$ cat config.mk
export PLATFORM = sky130hd
export DESIGN_NAME = esc_pwm_driver
export DESIGN_NICKNAME = d
export VERILOG_FILES = /design/src/rtl/esc_pwm_driver.sv
export SDC_FILE = /design/constraint.sdc
export NUM_CORES = 1
export LEC_CHECK = 0
export ABC_AREA = 1
export CAP_MARGIN = 20
export CORE_ASPECT_RATIO = 1.4
export CORE_MARGIN = 3
export CORE_UTILIZATION = 25
export CTS_BUF_LIST = sky130_fd_sc_hd__clkbuf_4 sky130_fd_sc_hd__clkbuf_8
export DETAILED_ROUTE_END_ITERATION = 12
export GPL_ROUTABILITY_DRIVEN = 0
export REMOVE_ABC_BUFFERS = 1
export SYNTH_ARGS = -nofsm -noshare
export SYNTH_HDL_FRONTEND = slang
export SYNTH_SLANG_ARGS = --single-unit
$ cat constraint.sdc
create_clock -name clk -period 5.1 [get_ports clk]
set_clock_uncertainty 0.05 [all_clocks]
set_input_delay 1.275 -clock clk [delete_from_list [all_inputs] [get_ports clk]]
set_output_delay 1.275 -clock clk [all_outputs]
set_load 0.03 [all_outputs]
$ cat src/rtl/esc_pwm_driver.sv
// ESC PWM driver: arming sequence after enable, clamped duty latched once per
// period so the waveform never glitches mid-frame.
module esc_pwm_driver #(
  parameter int         PRESCALE    = 500,
  parameter int         DUTY_MAX    = 100,
  parameter logic [7:0] ARM_DUTY    = 8'h32,
  parameter int         ARM_PERIODS = 250
) (
  input  logic       clk,
  input  logic       rst_n,
  input  logic       enable,
  input  logic [7:0] duty_in,
  output logic       pwm_out,
  output logic       period_start,
  output logic       armed,
  output logic [7:0] duty_active,
  output logic       duty_clamped,
  output logic [1:0] state_o
);

  localparam int PW = (PRESCALE > 1) ? $clog2(PRESCALE) : 1;
  localparam int AW = (ARM_PERIODS > 1) ? $clog2(ARM_PERIODS) : 1;
  localparam logic [PW-1:0] PRESC_LAST = PW'(PRESCALE - 1);
  localparam logic [7:0]    STEP_LAST  = 8'(DUTY_MAX - 1);
  localparam logic [7:0]    DMAX       = 8'(DUTY_MAX);
  localparam logic [AW-1:0] ARM_LAST   = AW'(ARM_PERIODS - 1);

  typedef enum logic [1:0] {IDLE = 2'd0, ARMING = 2'd1, RUN = 2'd2} state_t;

  state_t        state_q, state_d;
  logic [PW-1:0] presc_q, presc_d;
  logic [7:0]    step_q, step_d;
  logic [AW-1:0] arm_q, arm_d;
  logic [7:0]    duty_q, duty_d;
  logic          clamped_q, clamped_d;
  logic          armed_q, armed_d;
  logic          pstart_q, pstart_d;

  logic       tick, pe, over;
  logic [7:0] duty_sat;

  assign tick     = (presc_q == PRESC_LAST);
  assign pe       = tick && (step_q == STEP_LAST);
  assign over     = (duty_in > DMAX);
  assign duty_sat = over ? DMAX : duty_in;

  always_comb begin
    state_d   = state_q;
    presc_d   = presc_q;
    step_d    = step_q;
    arm_d     = arm_q;
    duty_d    = duty_q;
    clamped_d = clamped_q;
    armed_d   = armed_q;
    pstart_d  = 1'b0;
    case (state_q)
      IDLE: begin
        presc_d = '0;
        step_d  = '0;
        if (enable) begin
          state_d   = ARMING;
          duty_d    = ARM_DUTY;
          arm_d     = '0;
          clamped_d = 1'b0;
          pstart_d  = 1'b1;
        end
      end
      ARMING, RUN: begin
        if (tick) begin
          presc_d = '0;
          step_d  = (step_q == STEP_LAST) ? 8'd0 : step_q + 8'd1;
        end else begin
          presc_d = presc_q + PW'(1);
        end
        if (pe) begin
          pstart_d = 1'b1;
          if (state_q == ARMING) begin
            if (arm_q == ARM_LAST) begin
              state_d = RUN;
              armed_d = 1'b1;
              duty_d  = duty_sat;
            end else begin
              arm_d  = arm_q + AW'(1);
              duty_d = ARM_DUTY;
            end
          end else begin
            duty_d    = duty_sat;
            clamped_d = over;
          end
        end
      end
      default: state_d = IDLE;
    endcase
    // Disable overrides everything, including a coincident period end.
    if (!enable) begin
      state_d   = IDLE;
      presc_d   = '0;
      step_d    = '0;
      arm_d     = '0;
      duty_d    = '0;
      clamped_d = 1'b0;
      armed_d   = 1'b0;
      pstart_d  = 1'b0;
    end
  end

  always_ff @(posedge clk or negedge rst_n) begin
    if (!rst_n) begin
      state_q   <= IDLE;
      presc_q   <= '0;
      step_q    <= '0;
      arm_q     <= '0;
      duty_q    <= '0;
      clamped_q <= 1'b0;
      armed_q   <= 1'b0;
      pstart_q  <= 1'b0;
    end else begin
      state_q   <= state_d;
      presc_q   <= presc_d;
      step_q    <= step_d;
      arm_q     <= arm_d;
      duty_q    <= duty_d;
      clamped_q <= clamped_d;
      armed_q   <= armed_d;
      pstart_q  <= pstart_d;
    end
  end

  // Decoded from registers only, so reset drops the line without a clock edge.
  assign pwm_out      = (state_q != IDLE) && (step_q < duty_q);
  assign period_start = pstart_q;
  assign armed        = armed_q;
  assign duty_active  = duty_q;
  assign duty_clamped = clamped_q;
  assign state_o      = state_q;

endmodule

==> results of run 1 <==
==> sequential cells by signal (all words and copies together) (netlist names) <==
| name | cells |
|---|---|
| arm_q | 8 |
| armed | 1 |
| duty_active | 8 |
| duty_clamped | 1 |
| period_start | 1 |
| presc_q | 9 |
| state_o | 2 |
| step_q | 8 |
==> routing by layer <==
metal  vias up  global-route usage, %  wire [um]
met5         -                      0          0
met4         0                   4.00        108
met3         9                   2.05        140
met2        33                   20.1       3050
met1      1022                   13.0       2530
li1       1155                      -          -
==> critical path: stages, from the launching register on <==
cell and delay (ps):
dfrtp_1 420, ha_1 310, a21oi_1 160, nor2_1 50
a211oi_1 160, nand2_1 70, nor2_1 100, clkdlybuf4s50_1 680
==> Yosys cell counts <==
cell	number	area [sq um]
a211oi_1	1	7.51
a21oi_1	12	60.1
a21oi_2	4	35.0
a22o_2	1	10.0
buf_1	1	3.75
buf_6	2	22.5
buf_8	1	15.0
clkbuf_2	1	5.00
clkinv_4	1	8.76
dfrtp_1	38	951
ha_1	14	175
inv_1	46	173
inv_2	1	3.75
nand2_1	109	409
nand2_2	2	12.5
nand2_4	6	67.6
nand3_1	36	180
nand3_4	1	17.5
nand3b_1	1	7.51
nand4_1	5	31.3
nor2_1	39	146
nor2_2	2	12.5
nor2_8	1	20.0
nor3_1	3	15.0
nor3_4	1	16.3
nor4_1	1	6.26
o21ai_0	11	55.1
o21ai_1	2	10.0
o21bai_1	2	15.0
o22ai_1	1	6.26
or2_2	1	6.26
xor2_1	2	17.5
==> path summary, 6_finish.rpt <==
| kind | startpoint | to | slack [ps] | depth (start not counted) |
|---|---|---|---|---|
| worst max-delay path | step_q[5] | pwm_out | 1530 | 7 |
| worst min-delay path | armed | armed | 450 | 2 |
| worst max register to register | state_o[0] | presc_q[5] | 2930 | 10 |
| worst min register to register | armed | armed | 450 | 2 |
| max in group asynchronous | rst_n | step_q[1] | 3390 | 1 |
| min in group asynchronous | rst_n | presc_q[6] | 1050 | 1 |
==> area by class of cell <==
| type | count | area [sq um] | area share [%] |
|---|---|---|---|
| multi-input cells | 258 | 1340 | 45.1 |
| flip-flops and latches | 38 | 951 | 32.0 |
| repair buffers | 24 | 235 | 7.92 |
| inverters | 48 | 185 | 6.23 |
| well taps | 132 | 165 | 5.56 |
| clock buffers | 7 | 90.1 | 3.03 |
| clock inverters | 1 | 5.00 | 0.168 |
==> power groups by stage <==
stage                     Combinational (uW)  Sequential [uW]  Clock [uW]
after CTS                                235              345         239
after global routing                     255              348         248
after detailed placement                 234              351           0
after global placement                   233              349           0
after floorplan                          130              370           0
final                                    230              344         228
==> through the flow <==
| step | cells | power (uW) |
|---|---|---|
| after floorplan | 344 | 500 |
| after global placement | 500 | 582 |
| after detailed placement | 500 | 585 |
| after CTS | 508 | 818 |
| after global routing | 508 | 851 |
| final | 508 | 802 |
==> cell families (layout without fill, tap and decap cells) <==
group | Yosys count | after routing | synth area share, %
and+or+nand+nor | 208 | 208 | 37.6
buffers and inverters | 53 | 80 | 9.18
DFF | 38 | 38 | 37.7
AOI/OAI and AO/OA | 34 | 34 | 7.89
adders and majority gates | 14 | 14 | 6.94
xor gates and xnor gates | 2 | 2 | 0.695
==> flow_metrics.tcl, run 1 <==
set metrics [dict create \
    die_w_um 90.9 \
    dieArea_sq_um 11300 \
    drtIter0Drc 95 \
    swShare_pct 35.6 \
    cp-end-kind "output pin" \
    grt_pass1_wl_um 10400 \
    finalHoldViolations 0 \
    antenna_found_initial 0 \
    avgSynthCellArea_sq_um 7.23 \
    combPwrFrac_pct 28.7 \
    overflow 0 \
    track_usage_pct 11.2 \
    crit_type "flip-flop to output pin" \
    initial_core_util_pct 26.1 \
    clk_latency_ps 300 \
    finalNetCount 400 \
    cts_resized 0 \
    drc_errors 0 \
    core_sq_um 9670 \
    p_leak_uw 0.00141 \
    drt_first_pass_iters 4 \
    n_fill_cell 1095 \
    drive_gt1_share_pct 7.98 \
    cts_tree "built" \
    fin_area_sq_um 2970 \
    slew_headroom_pct 40.4 \
    cp_max_fo 4 \
    final.period_utilization_pct 70.0 \
    cp.arrival_ps 2250 \
    grt_pass1_vias 2129 \
    post-route-util_pct 30.7 \
    switching_power_uw 286 \
    portBuffers 24 \
    wl_um 5830 \
    ios 25 \
    status "finished clean" \
    synthesis.area_sq_um 2520 \
    tns_ps 0 \
    p_per_area_nw_per_um2 270 \
    intPower_uw 517 \
    clkPwrFrac_pct 28.4 \
    holdBufCountCts 0 \
    dp_slack_ps 1860 \
    cts_root_buffer "clkbuf_8" \
    cts_sinks 38 \
    worst_slack_ps 1530 \
    cp-start-kind "flip-flop" \
    fp-row-count 42 \
    fmax_mhz 280 \
    ir_drop_mv 0.142 \
    synth.distinct_cells 32 \
    setup_viol 0 \
    clk_pin_slew_ps 80 \
    dieHeight_um 125 \
    area_delta_synth_final_pct 17.8 \
    place_area_sq_um 2880 \
    grt_max_degree 39 \
    wire_per_inst_um 11.5 \
    dp_hpwl_um 4430 \
    worst_pin_slew_ps 894 \
    synth_seq_cells 38 \
    layout_commonest_cell "nand2_1" \
    synthCells 349 \
    final_cell_mix "nand2_1, inv_1, nor2_1, dfrtp_1, nand3_1" \
    cts_max_path_buffers 2 \
    rsz0062_at_grt "false" \
    post_cts_buffers 0 \
    min_period_ps 3570 \
    drv_cap 0 \
    ant_nets 0 \
    vias 2219 \
    yosysSeqAreaShare_pct 37.7 \
    drv_slew 0 \
    min_path_type "flip-flop to flip-flop" \
    critPathRequiredTime_ps 3770 \
    hold_ws_ps 446 \
    via_per_inst 4.37 \
    pwr-share-seq_pct 42.9 \
    numCtsBuffers 5 \
    yosysWarnings 0 \
    cts.htree.levels 2 \
    insertedDiodeCount 0 \
]
No activity file was read; power rests on OpenSTA's default activity.
==> run 2, diff against run 1 <==
Clock period 5.1 ns to 3.45 ns, I/O delays scaled along.
==> run 2 against run 1 <==
Net effect: first-iteration DRC count shrank 39%; critical path depth grew 1; critical endpoint unchanged; non-clock buffer count unchanged; global-route usage decreased by 0.14 points; largest power group unchanged; via count grew 0.63%; hold slack got worse by 3.4 ps; sequential power increased by 48%; register-to-register slack worse by 1700 ps; utilization unchanged; count of clock-buffer cells in the layout stayed put.
==> flow_metrics.tcl, run 2 (synthesized netlist as in run 1, its figures left out) <==
set metrics [dict create \
    status "finished clean" \
    top_layer "met4" \
    drtIter0Drc 58 \
    drive_gt1_share_pct 7.98 \
    worst_pin_slew_ps 891 \
    ios 25 \
    r2r-start "state_o[0]" \
    via_per_inst 4.40 \
    min_period_ps 3170 \
    wl_um 5830 \
    drt_first_pass_iters 4 \
    met2_length_um 2970 \
    met1Wirelength_um 2510 \
    cp.arrival_ps 2260 \
    final_cell_mix "nand2_1, inv_1, nor2_1, dfrtp_1, nand3_1" \
    dieArea_sq_um 11300 \
    final_cells 508 \
    seq_area_sq_um 951 \
    min_to "armed" \
    multi_input_area_sq_um 1340 \
    placed_cells 500 \
    r2r_end "presc_q[5]" \
    cts_max_path_buffers 2 \
    finalNetCount 400 \
    ir_drop_mv 0.190 \
    p_per_area_nw_per_um2 398 \
    critPathRequiredTime_ps 2540 \
    min_from "armed" \
    layout_commonest_cell "nand2_1" \
    post_cts_buffers 0 \
    n_fill_cell 1083 \
    p_leak_uw 0.00141 \
    wire_per_inst_um 11.5 \
    area_delta_synth_final_pct 17.8 \
    drv_cap 0 \
    slew_headroom_pct 40.6 \
    cp_max_fo 3 \
    rsz0062_at_grt "false" \
    holdBufCountCts 0 \
    ant_nets 0 \
    antenna_found_initial 0 \
    fmax_mhz 315 \
    cts.htree.levels 2 \
    worst_slack_ps 278 \
    insertedDiodeCount 0 \
    die_w_um 90.9 \
    numCtsBuffers 5 \
    grt_pass1_vias 2185 \
    cp-start-kind "flip-flop" \
    grt_max_degree 39 \
    overflow 0 \
    drc_errors 0 \
    cts_tree "built" \
    dp_hpwl_um 4410 \
    regToRegSetupSlack_ps 1250 \
    clk_latency_ps 300 \
    regMostFlops "presc_q" \
    finalHoldViolations 0 \
    dp_slack_ps 618 \
    dieHeight_um 125 \
    cts_root_buffer "clkbuf_8" \
    largest_reg_flops 9 \
    tns_ps 0 \
    track_usage_pct 11.0 \
    rr_worst_depth 10 \
    cts_sinks 38 \
    clk_pin_slew_ps 80 \
    worstHoldPathCells 2 \
    drv_slew 0 \
    fp-row-count 42 \
    min_path_type "flip-flop to flip-flop" \
    grt_pass1_wl_um 10300 \
    vias 2233 \
    initial_core_util_pct 26.1 \
    wl_met3_um 168 \
    cts_resized 0 \
    crit_type "flip-flop to output pin" \
    cp-end-kind "output pin" \
    final.period_utilization_pct 91.9 \
    core_sq_um 9670 \
    portBuffers 24 \
    setup_viol 0 \
]
## run 2: how the worst max path moves through the flow
stage	startpoint	end	slack, ps	depth (start not counted)
floorplan	duty_active[5]	pwm_out	850	7
global placement	duty_active[1]	pwm_out	630	8
detailed placement	duty_active[5]	pwm_out	620	8
CTS	duty_active[5]	pwm_out	260	8
global route	duty_active[5]	pwm_out	140	8
finish	duty_active[1]	pwm_out	280	8
## run 2: stage by stage
step	util, %	hold slack, ps	cell area, sq um	power [uW]
floorplan	-	417	2480	739
detailed placement	29.7	435	2880	864
CTS	30.7	454	2970	1210
finish	30.7	442	2970	1180
global placement	29.7	430	2880	861
global route	30.7	474	2970	1260
## run 2: per-layer routing
metal | vias to the layer above | track usage [%]
li1 | 1162 | -
met1 | 1027 | 12.6
met2 | 31 | 19.7
met4 | 0 | 4.88
met3 | 13 | 2.18
met5 | - | 0
## run 2: cell type report
| class | count | share of cell area [%] |
|---|---|---|
| Clock buffer | 7 | 3.03 |
| Clock inverter | 1 | 0.168 |
| Inverter | 48 | 6.23 |
| Multi-Input combinational cell | 258 | 45.1 |
| Sequential cell | 38 | 32.0 |
| Tap cell | 132 | 5.56 |
| Timing Repair Buffer | 24 | 7.92 |
## run 2: power breakdown
part           total (uW)  switching, uW  internal (uW)
Combinational         342            224            118
Sequential            508           30.6            478
Clock                 334            164            169
## run 2: critical path, stage by stage, from the launching register on
cell and delay, ps:
dfrtp_1 380, inv_1 60, ha_1 290, a21oi_1 180
o21ai_0 130, nand2_1 90, nand2_1 50, nor2_1 100
clkdlybuf4s50_1 680
==> run 3, diff against run 2 <==
Settings changed: CELL_PAD_IN_SITES_DETAIL_PLACEMENT from default to 1, CELL_PAD_IN_SITES_GLOBAL_PLACEMENT from default to 1, DONT_BUFFER_PORTS from default to 1, PLACE_DENSITY_LB_ADDON from default to 0.1.
==> run 3 against run 2 <==
Net effect: flip-flop and latch count did not move; clock power rose by 13%; fmax rose by 7.0%; first-iteration DRC count rose by 53%; sequential share of layout area rose by 2.5 points; non-clock buffer count fell by 23.
==> flow_metrics.tcl, run 3 (synthesized netlist as in run 1, its figures left out) <==
set metrics [dict create \
    portBuffers 0 \
    wire_per_inst_um 14.7 \
    slew_headroom_pct 66.4 \
    cts_max_path_buffers 2 \
    critPathRequiredTime_ps 2540 \
    largest_reg_flops 9 \
    cp_cell_sequence "inv_1 > ha_1 > a21oi_1 > nor2_1 > a211oi_1 > nand2_1 > nor2_1 > buf_4" \
    cp-end-kind "output pin" \
    core_sq_um 9670 \
    regMostFlops "presc_q" \
    layout_commonest_cell "nand2_1" \
    grt_max_degree 39 \
    numCtsBuffers 5 \
    fmax_mhz 337 \
    die_w_um 90.9 \
    grt_pass1_vias 2366 \
    swShare_pct 36.0 \
    initial_core_util_pct 26.1 \
    holdBufCountCts 0 \
    cts_sinks 38 \
    wl_um 7120 \
    vias 2164 \
    finalNetCount 377 \
    crit_top_cell "nor2_1" \
    fp-row-count 42 \
    cts.htree.levels 2 \
    drv_cap 0 \
    drive_gt1_share_pct 8.50 \
    dp_slack_ps 790 \
    clk_pin_slew_ps 80 \
    clkPwrFrac_pct 32.0 \
    ant_nets 0 \
    p_per_area_nw_per_um2 429 \
    post_cts_buffers 0 \
    dieHeight_um 125 \
    tns_ps 0 \
    intPower_uw 757 \
    dp_hpwl_um 5310 \
    ios 25 \
    final_cell_mix "nand2_1, inv_1, nor2_1, dfrtp_1, nand3_1" \
    insertedDiodeCount 0 \
    post-route-util_pct 28.5 \
    cts_root_buffer "clkbuf_8" \
    r2r-start "state_o[1]" \
    antenna_found_initial 0 \
    cp-start-kind "flip-flop" \
    crit_type "flip-flop to output pin" \
    regToRegSetupSlack_ps 920 \
    grt_pass1_wl_um 12300 \
    combPwrFrac_pct 21.8 \
    min_period_ps 2960 \
    drt_first_pass_iters 4 \
    switching_power_uw 426 \
    drv_slew 0 \
    finalHoldViolations 0 \
    max_stage_delay_ps 540 \
    setup_viol 0 \
    worst_slack_ps 486 \
    cp_max_fo 3 \
    crit_path_top_delay_cell "dfrtp_1" \
    status "finished clean" \
    pwr-share-seq_pct 46.2 \
    rsz0062_at_grt "false" \
    critPathLaunch "duty_active[5]" \
    track_usage_pct 13.6 \
    via_per_inst 4.46 \
    cp.arrival_ps 2050 \
    cts_tree "built" \
    clk_latency_ps 300 \
    final.period_utilization_pct 85.9 \
    area_delta_synth_final_pct 9.38 \
    overflow 0 \
    drtIter0Drc 89 \
    drc_errors 0 \
    cts_resized 0 \
    ir_drop_mv 0.157 \
    worst_pin_slew_ps 504 \
    dieArea_sq_um 11300 \
    p_leak_uw 0.00133 \
    n_fill_cell 1257 \
    min_path_type "primary input to asynchronous set/reset pin" \
]
## run 3: critical path: cells and delay by family, from the launching register on
| family | cells | cell delay [ps] |
|---|---|---|
| DFF | 1 | 540 |
| AOI/OAI and AO/OA | 2 | 310 |
| adders and majority gates | 1 | 310 |
| buffers and inverters | 2 | 280 |
| and+or+nand+nor | 3 | 290 |
## run 3: layer usage
metal	wire [um]	share of wire [%]	global-route usage (%)
met2	3660	51	24.2
met4	133	1.9	4.62
met5	0	0	0
met3	174	2.4	2.54
met1	3150	44	16.4
## run 3: final timing paths
kind                                      to  cells after the start
worst min register to register    presc_q[0]                      1
worst max register to register    presc_q[5]                     10
worst min-delay path               step_q[1]                      0
max in group asynchronous       period_start                      0
worst max-delay path                 pwm_out                      8
min in group clk                  presc_q[0]                      1
## run 3: final cells by class
| cell class | instances | area [sq um] | area share (%) |
|---|---|---|---|
| Inverter | 48 | 185 | 6.71 |
| Multi-Input combinational cell | 258 | 1340 | 48.6 |
| Timing Repair Buffer | 1 | 7.51 | 0.272 |
| Tap cell | 132 | 165 | 5.99 |
| Sequential cell | 38 | 951 | 34.5 |
| Clock buffer | 8 | 110 | 3.99 |
## run 3: through the flow
| step | std cells | hold slack, ps | area, sq um | total power (uW) |
|---|---|---|---|---|
| 5_1_grt | 485 | 172 | 2760 | 1270 |
| 2_1_floorplan | 344 | 417 | 2480 | 739 |
| 3_5_place_dp | 477 | 466 | 2650 | 825 |
| 3_3_place_gp | 477 | 462 | 2650 | 820 |
| 6_report | 485 | 195 | 2760 | 1180 |
| 4_1_cts | 485 | 174 | 2760 | 1220 |
## run 3: power groups by stage
stage          combinational [uW]  clock, uW  sequential (uW)
2_1_floorplan                 193          0              547
3_3_place_gp                  262          0              558
3_5_place_dp                  267          0              558
4_1_cts                       268        401              549
5_1_grt                       303        411              555
6_report                      258        378              547
